$ cat src/rtl/instruction_fetch_controller_pkg.sv
`default_nettype none
// ============================================================================
// Module      : instruction_fetch_controller_pkg
// Description : Shared definitions for the instruction fetch controller:
//               fetch state encoding, instruction size and default reset PC.
// Revision    : 1.0 - initial release
// ============================================================================
package instruction_fetch_controller_pkg;

  // Fetch sequencer states
  typedef enum logic [1:0] {
    ST_RUN    = 2'd0,
    ST_HALTED = 2'd1,
    ST_FAULT  = 2'd2
  } fetch_state_e;

  // Size of one instruction word in bytes
  localparam int unsigned INSTR_BYTES = 4;

  // Default program counter value after reset
  localparam logic [31:0] RESET_PC_DEFAULT = 32'h0000_0000;

endpackage : instruction_fetch_controller_pkg
`default_nettype wire

$ cat src/rtl/instruction_fetch_controller_fetch_output_stage.sv
`default_nettype none
// ============================================================================
// Module      : fetch_output_stage
// Description : Single-entry valid/ready register holding {instruction, pc}
//               for the decode stage. Supports load, flush and hold.
// Revision    : 1.0 - initial release
// ============================================================================
module fetch_output_stage (
  input  logic        clk_i,
  input  logic        rst_ni,
  input  logic        load_i,
  input  logic        flush_i,
  input  logic        ready_i,
  input  logic [31:0] instr_i,
  input  logic [31:0] pc_i,
  output logic        valid_o,
  output logic [31:0] instr_o,
  output logic [31:0] pc_o
);

  logic        valid_q, valid_d;
  logic [31:0] instr_q, instr_d;
  logic [31:0] pc_q,    pc_d;

  // Next-state: flush wins, then load, then drain on handshake; data only
  // changes on load so the word stays stable under backpressure.
  always_comb begin
    valid_d = valid_q;
    instr_d = instr_q;
    pc_d    = pc_q;
    if (flush_i) begin
      valid_d = 1'b0;
    end else if (load_i) begin
      valid_d = 1'b1;
      instr_d = instr_i;
      pc_d    = pc_i;
    end else if (valid_q && ready_i) begin
      valid_d = 1'b0;
    end
  end

  // Stage register with asynchronous reset
  always_ff @(posedge clk_i or negedge rst_ni) begin
    if (!rst_ni) begin
      valid_q <= 1'b0;
      instr_q <= 32'h0;
      pc_q    <= 32'h0;
    end else begin
      valid_q <= valid_d;
      instr_q <= instr_d;
      pc_q    <= pc_d;
    end
  end

  assign valid_o = valid_q;
  assign instr_o = instr_q;
  assign pc_o    = pc_q;

endmodule : fetch_output_stage
`default_nettype wire

$ cat src/rtl/instruction_fetch_controller.sv
`default_nettype none
// ============================================================================
// Module      : instruction_fetch_controller
// Description : Owns the program counter, drives the instruction memory read
//               address and feeds a valid/ready output stage to decode.
//               Handles redirects, halt requests and address faults, and
//               counts instructions accepted by decode.
// Revision    : 1.0 - initial release
// ============================================================================
module instruction_fetch_controller
  import instruction_fetch_controller_pkg::*;
#(
  parameter int unsigned MEM_BYTES = 128,
  parameter logic [31:0] RESET_PC  = RESET_PC_DEFAULT
) (
  input  logic        clk_i,
  input  logic        rst_ni,
  output logic [31:0] instruction_address_o,
  input  logic [31:0] instruction_i,
  output logic        fetch_valid_o,
  input  logic        fetch_ready_i,
  output logic [31:0] fetch_instruction_o,
  output logic [31:0] fetch_pc_o,
  input  logic        redirect_valid_i,
  input  logic [31:0] redirect_target_i,
  input  logic        halt_i,
  output logic        fault_o,
  output logic [31:0] fault_addr_o,
  output logic [31:0] fetch_count_o
);

  fetch_state_e state_q, state_d;
  logic [31:0]  pc_q, pc_d;
  logic         fault_q, fault_d;
  logic [31:0]  fault_addr_q, fault_addr_d;
  logic [31:0]  count_q, count_d;

  logic         stage_valid;
  logic         stage_load;
  logic         stage_flush;
  logic         can_load;
  logic         transfer;
  logic         pc_legal;
  logic [32:0]  last_byte;

  assign can_load = !stage_valid || fetch_ready_i;
  assign transfer = stage_valid && fetch_ready_i;

  // Legality is evaluated on 33 bits so a PC near 2^32 cannot wrap into range
  assign last_byte = {1'b0, pc_q} + 33'(INSTR_BYTES - 1);
  assign pc_legal  = (pc_q[1:0] == 2'b00) && (last_byte < 33'(MEM_BYTES));

  // Next-state and control: redirect overrides everything, otherwise the
  // current state decides whether a fetch is issued or a fault is raised.
  always_comb begin
    state_d      = state_q;
    pc_d         = pc_q;
    fault_d      = fault_q;
    fault_addr_d = fault_addr_q;
    stage_load   = 1'b0;
    stage_flush  = 1'b0;
    if (redirect_valid_i) begin
      pc_d        = redirect_target_i;
      stage_flush = 1'b1;
      fault_d     = 1'b0;
      state_d     = halt_i ? ST_HALTED : ST_RUN;
    end else begin
      case (state_q)
        ST_RUN: begin
          if (halt_i) begin
            state_d = ST_HALTED;
          end else if (can_load) begin
            if (pc_legal) begin
              stage_load = 1'b1;
              pc_d       = pc_q + 32'(INSTR_BYTES);
            end else begin
              state_d      = ST_FAULT;
              fault_d      = 1'b1;
              fault_addr_d = pc_q;
            end
          end
        end
        ST_HALTED: begin
          if (!halt_i) begin
            state_d = ST_RUN;
          end
        end
        ST_FAULT: begin
          // Parked until a redirect arrives
          state_d = ST_FAULT;
        end
        default: begin
          state_d = ST_RUN;
        end
      endcase
    end
  end

  // Transfers count even in a redirect cycle since decode has taken the word
  always_comb begin
    count_d = count_q;
    if (transfer) begin
      count_d = count_q + 32'd1;
    end
  end

  // Controller state registers with asynchronous reset
  always_ff @(posedge clk_i or negedge rst_ni) begin
    if (!rst_ni) begin
      state_q      <= ST_RUN;
      pc_q         <= RESET_PC;
      fault_q      <= 1'b0;
      fault_addr_q <= 32'h0;
      count_q      <= 32'h0;
    end else begin
      state_q      <= state_d;
      pc_q         <= pc_d;
      fault_q      <= fault_d;
      fault_addr_q <= fault_addr_d;
      count_q      <= count_d;
    end
  end

  fetch_output_stage u_output_stage (
    .clk_i   (clk_i),
    .rst_ni  (rst_ni),
    .load_i  (stage_load),
    .flush_i (stage_flush),
    .ready_i (fetch_ready_i),
    .instr_i (instruction_i),
    .pc_i    (pc_q),
    .valid_o (stage_valid),
    .instr_o (fetch_instruction_o),
    .pc_o    (fetch_pc_o)
  );

  assign instruction_address_o = pc_q;
  assign fetch_valid_o         = stage_valid;
  assign fault_o               = fault_q;
  assign fault_addr_o          = fault_addr_q;
  assign fetch_count_o         = count_q;

endmodule : instruction_fetch_controller
`default_nettype wire
$ cat config.mk
export PLATFORM = sky130hd
export DESIGN_NAME = instruction_fetch_controller
export DESIGN_NICKNAME = d
export VERILOG_FILES = /design/src/rtl/instruction_fetch_controller_pkg.sv /design/src/rtl/instruction_fetch_controller_fetch_output_stage.sv /design/src/rtl/instruction_fetch_controller.sv
export SDC_FILE = /design/constraint.sdc
export NUM_CORES = 1
export LEC_CHECK = 0
export CAP_MARGIN = 25
export CORE_UTILIZATION = 35
export CTS_CLUSTER_SIZE = 28
export DETAILED_ROUTE_END_ITERATION = 10
export PLACE_DENSITY = 0.7
export SLEW_MARGIN = 10
export SYNTH_ARGS = -nofsm -noshare
export SYNTH_HDL_FRONTEND = slang
export SYNTH_SLANG_ARGS = --single-unit
$ cat constraint.sdc
create_clock -name clk_i -period 6.6 [get_ports clk_i]
set_clock_uncertainty 0.2 [all_clocks]
set_input_delay 1.65 -clock clk_i [delete_from_list [all_inputs] [get_ports clk_i]]
set_output_delay 1.65 -clock clk_i [all_outputs]
set_load 0.02 [all_outputs]
==> results by group <==
STA
  – Tcrit/Tclk final: 66.3%
  – Max frequency: 0.228 GHz
  – RSZ-0062 raised after global routing: no
  – Hold WS: 0.234 ns
  – Setup tns final: 0 ns
  – Max Slew Vio Count: 0
  – # setup viols final: 0
  – Worst Slack Setup Final: 2.22 ns
  – Fin. Hold Viols: 0
  – Tmin final: 4.38 ns
  – Worst-Margin Slew: 0.964 ns
  – Max-slew headroom: 35.7%

Routing
  – # DRC: 0
  – Via density: 4.85
  – DR vias: 5044
  – WL final: 17300 um
  – Post-DRT Antenna Nets: 0
  – Initial DRC Count: 280
  – WL per Instance: 16.6 um
  – First drt pass iteration count: 4

Clock network
  – Clk slew on worst S/H paths: 0.06 ns
  – Hold_buf cts: 0
  – CTS HTree Levels: 4
  – CTS resizes: 0
  – Clk Latency, worst-skew pair: 0.42 ns
  – CTS max path bufs: 2
  – Setup Fix Bufs, Post-CTS: 0
  – CTS buffer count: 17
  – Root Driver: clkbuf_16
  – Clk sink count: 164
  – CTS tree: yes

Setup path
  – CP Launch Type: input pin
  – R2R setup slack: 2.43 ns
  – Crit Path Class: in2reg
  – WP data arrival: 4.48 ns
  – Critical path fanouts, max: 41
  – Critical Path RT: 6.71 ns
  – Crit. End Element: flip-flop

Finish
  – Syn-to-layout area delta: 45.6%
  – Most frequent cells in the layout: clkdlybuf4s50_1, dfrtp_1, mux2_2
  – Share of cells above drive strength 1: 17.0%
  – N_diodes: 0
  – Layout Nets: 834
  – Most common cell after layout, fill and taps aside: clkdlybuf4s50_1
  – Cell Count, Final, Fillers Out: 1040

Synth
  – Ys async rst share: 100%
  – Syn Area/Cell: 13.1 sq um
  – Synth cell types: 55
  – Post-synth EDFFs: 0
  – Synth warn: 0
  – Mapped Cells: 530
  – Synthesized Nets: 601
  – Ys flop type: dfrtp_1
  – Mapped Area: 0.00693 sq mm
  – #FFs+latches synth: 164
  – Sequential area share after synthesis: 59.2%

Place
  – Routability congestion estimate: 0.779
  – Pre-CTS WS: 1.78 ns
  – Post-DP HPWL: 12100 um
  – DP Cell Count: 1009
  – I/O Buffers: 230

Power and ir drop
  – VDD IR max: 0.000164 V
  – Pleak: 4.40 nW
  – Pwr dens: 257 mW/mm^2

Floorplanning
  – Starting Density: 35.6%
  – FP Rows: 51
  – Die area: 0.0204 sq mm
  – Die W: 143 um
  – I/O pin count: 231
  – DIE HEIGHT: 143 um
  – Core area: 0.0195 sq mm

Status
  – Outcome: finished clean

Hold path
  – Hold Crit Class: reg2reg

Global route
  – Number of global-route vias before repair: 5025
  – Total grt overflow: 0
  – Initial antenna violation count: 0
  – First-pass GRT wire length: 27800 um
  – Largest net degree at the start of global routing: 64
  – Total GRT Usage: 17.9%

Flow run
  – MaxCap Viol Count: 0
[cell type report]
cell class | count | area (sq um)
Sequential cell | 164 | 4100
Inverter | 14 | 52.6
Tap cell | 265 | 332
Clock buffer | 20 | 447
Clock inverter | 11 | 150
Multi-Input combinational cell | 332 | 2680
Fill cell | 1707 | 9370
Timing Repair Buffer | 234 | 2330
[worst max-delay path, cell delays in order]
cell             delay, ns
clkdlybuf4s50_1       0.50
nor2b_1               0.09
or4_1                 0.54
nor2_1                0.32
nand4_4               0.54
buf_4                 0.49
mux2_4                0.34
[logic make-up after synthesis]
| group | after synthesis | share of synthesized area [%] |
|---|---|---|
| xor+xnor | 35 | 4.42 |
| buf+inv | 34 | 2.31 |
| compound gates | 41 | 4.55 |
| flops | 164 | 59.2 |
| simple gates | 163 | 13.3 |
| mux | 91 | 15.8 |
| fa+ha+maj | 2 | 0.361 |
[cell usage after synthesis (9+ instances only)]
cell / count / area share [%]
mux2_2: 70 / 11
inv_1: 14 / 0.76
nor4_1: 13 / 1.2
xnor2_1: 23 / 2.9
nand2_1: 27 / 1.5
nand3_1: 24 / 1.7
nand4_1: 11 / 0.99
dfrtp_1: 164 / 59
nor2_1: 14 / 0.76
mux2_4: 20 / 4.3
and2_1: 29 / 2.6
nor3_1: 10 / 0.72
clkbuf_1: 9 / 0.49
xor2_1: 12 / 1.5
[report_power, final]
part / switching (mW) / internal (mW) / total [mW]
registers: 0.0700 / 1.08 / 1.15
clock network: 0.403 / 0.606 / 1.01
logic: 0.204 / 0.229 / 0.432
[metal layers]
layer | part of all wire (%) | wire length, um | up-vias | GRT usage, %
met5 | 0 | 0 | - | 0
met4 | 1.2 | 211 | 0 | 5.60
met3 | 7.8 | 1350 | 14 | 6.61
met2 | 46 | 7970 | 154 | 27.0
met1 | 45 | 7720 | 2519 | 23.9
li1 | - | - | 2357 | -
[worst paths after layout]
path,startpoint,to,cells after the start
setup / recovery,fetch_ready_i,u_output_stage.instr_o[10],7
hold / removal,state_q[0],state_q[1],1
setup reg to reg,instruction_address_o[2],u_output_stage.instr_o[10],9
hold reg to reg,state_q[0],state_q[1],1
max in group asynchronous,rst_ni,u_output_stage.instr_o[1],2
min in group asynchronous,rst_ni,fault_addr_o[2],1
[per-stage QoR]
| stage | instance area (sq um) | total power [mW] | utilization (%) |
|---|---|---|---|
| 6_report | 10100 | 2.59 | 51.8 |
| 5_1_grt | 10100 | 2.70 | 51.8 |
| 4_1_cts | 10100 | 2.63 | 51.8 |
| 3_5_place_dp | 9490 | 1.60 | 48.8 |
| 3_3_place_gp | 9490 | 1.60 | 48.8 |
| 2_1_floorplan | 6930 | 1.35 | - |
[sequential cells by signal, summed over array words and instances, names as in the netlist]
signal	flops
u_output_stage.instr_o	32
state_q	2
fault_addr_o	32
fault_o	1
fetch_count_o	32
u_output_stage.valid_o	1
u_output_stage.pc_o	32
instruction_address_o	32
No activity file was read; power rests on OpenSTA's default activity.
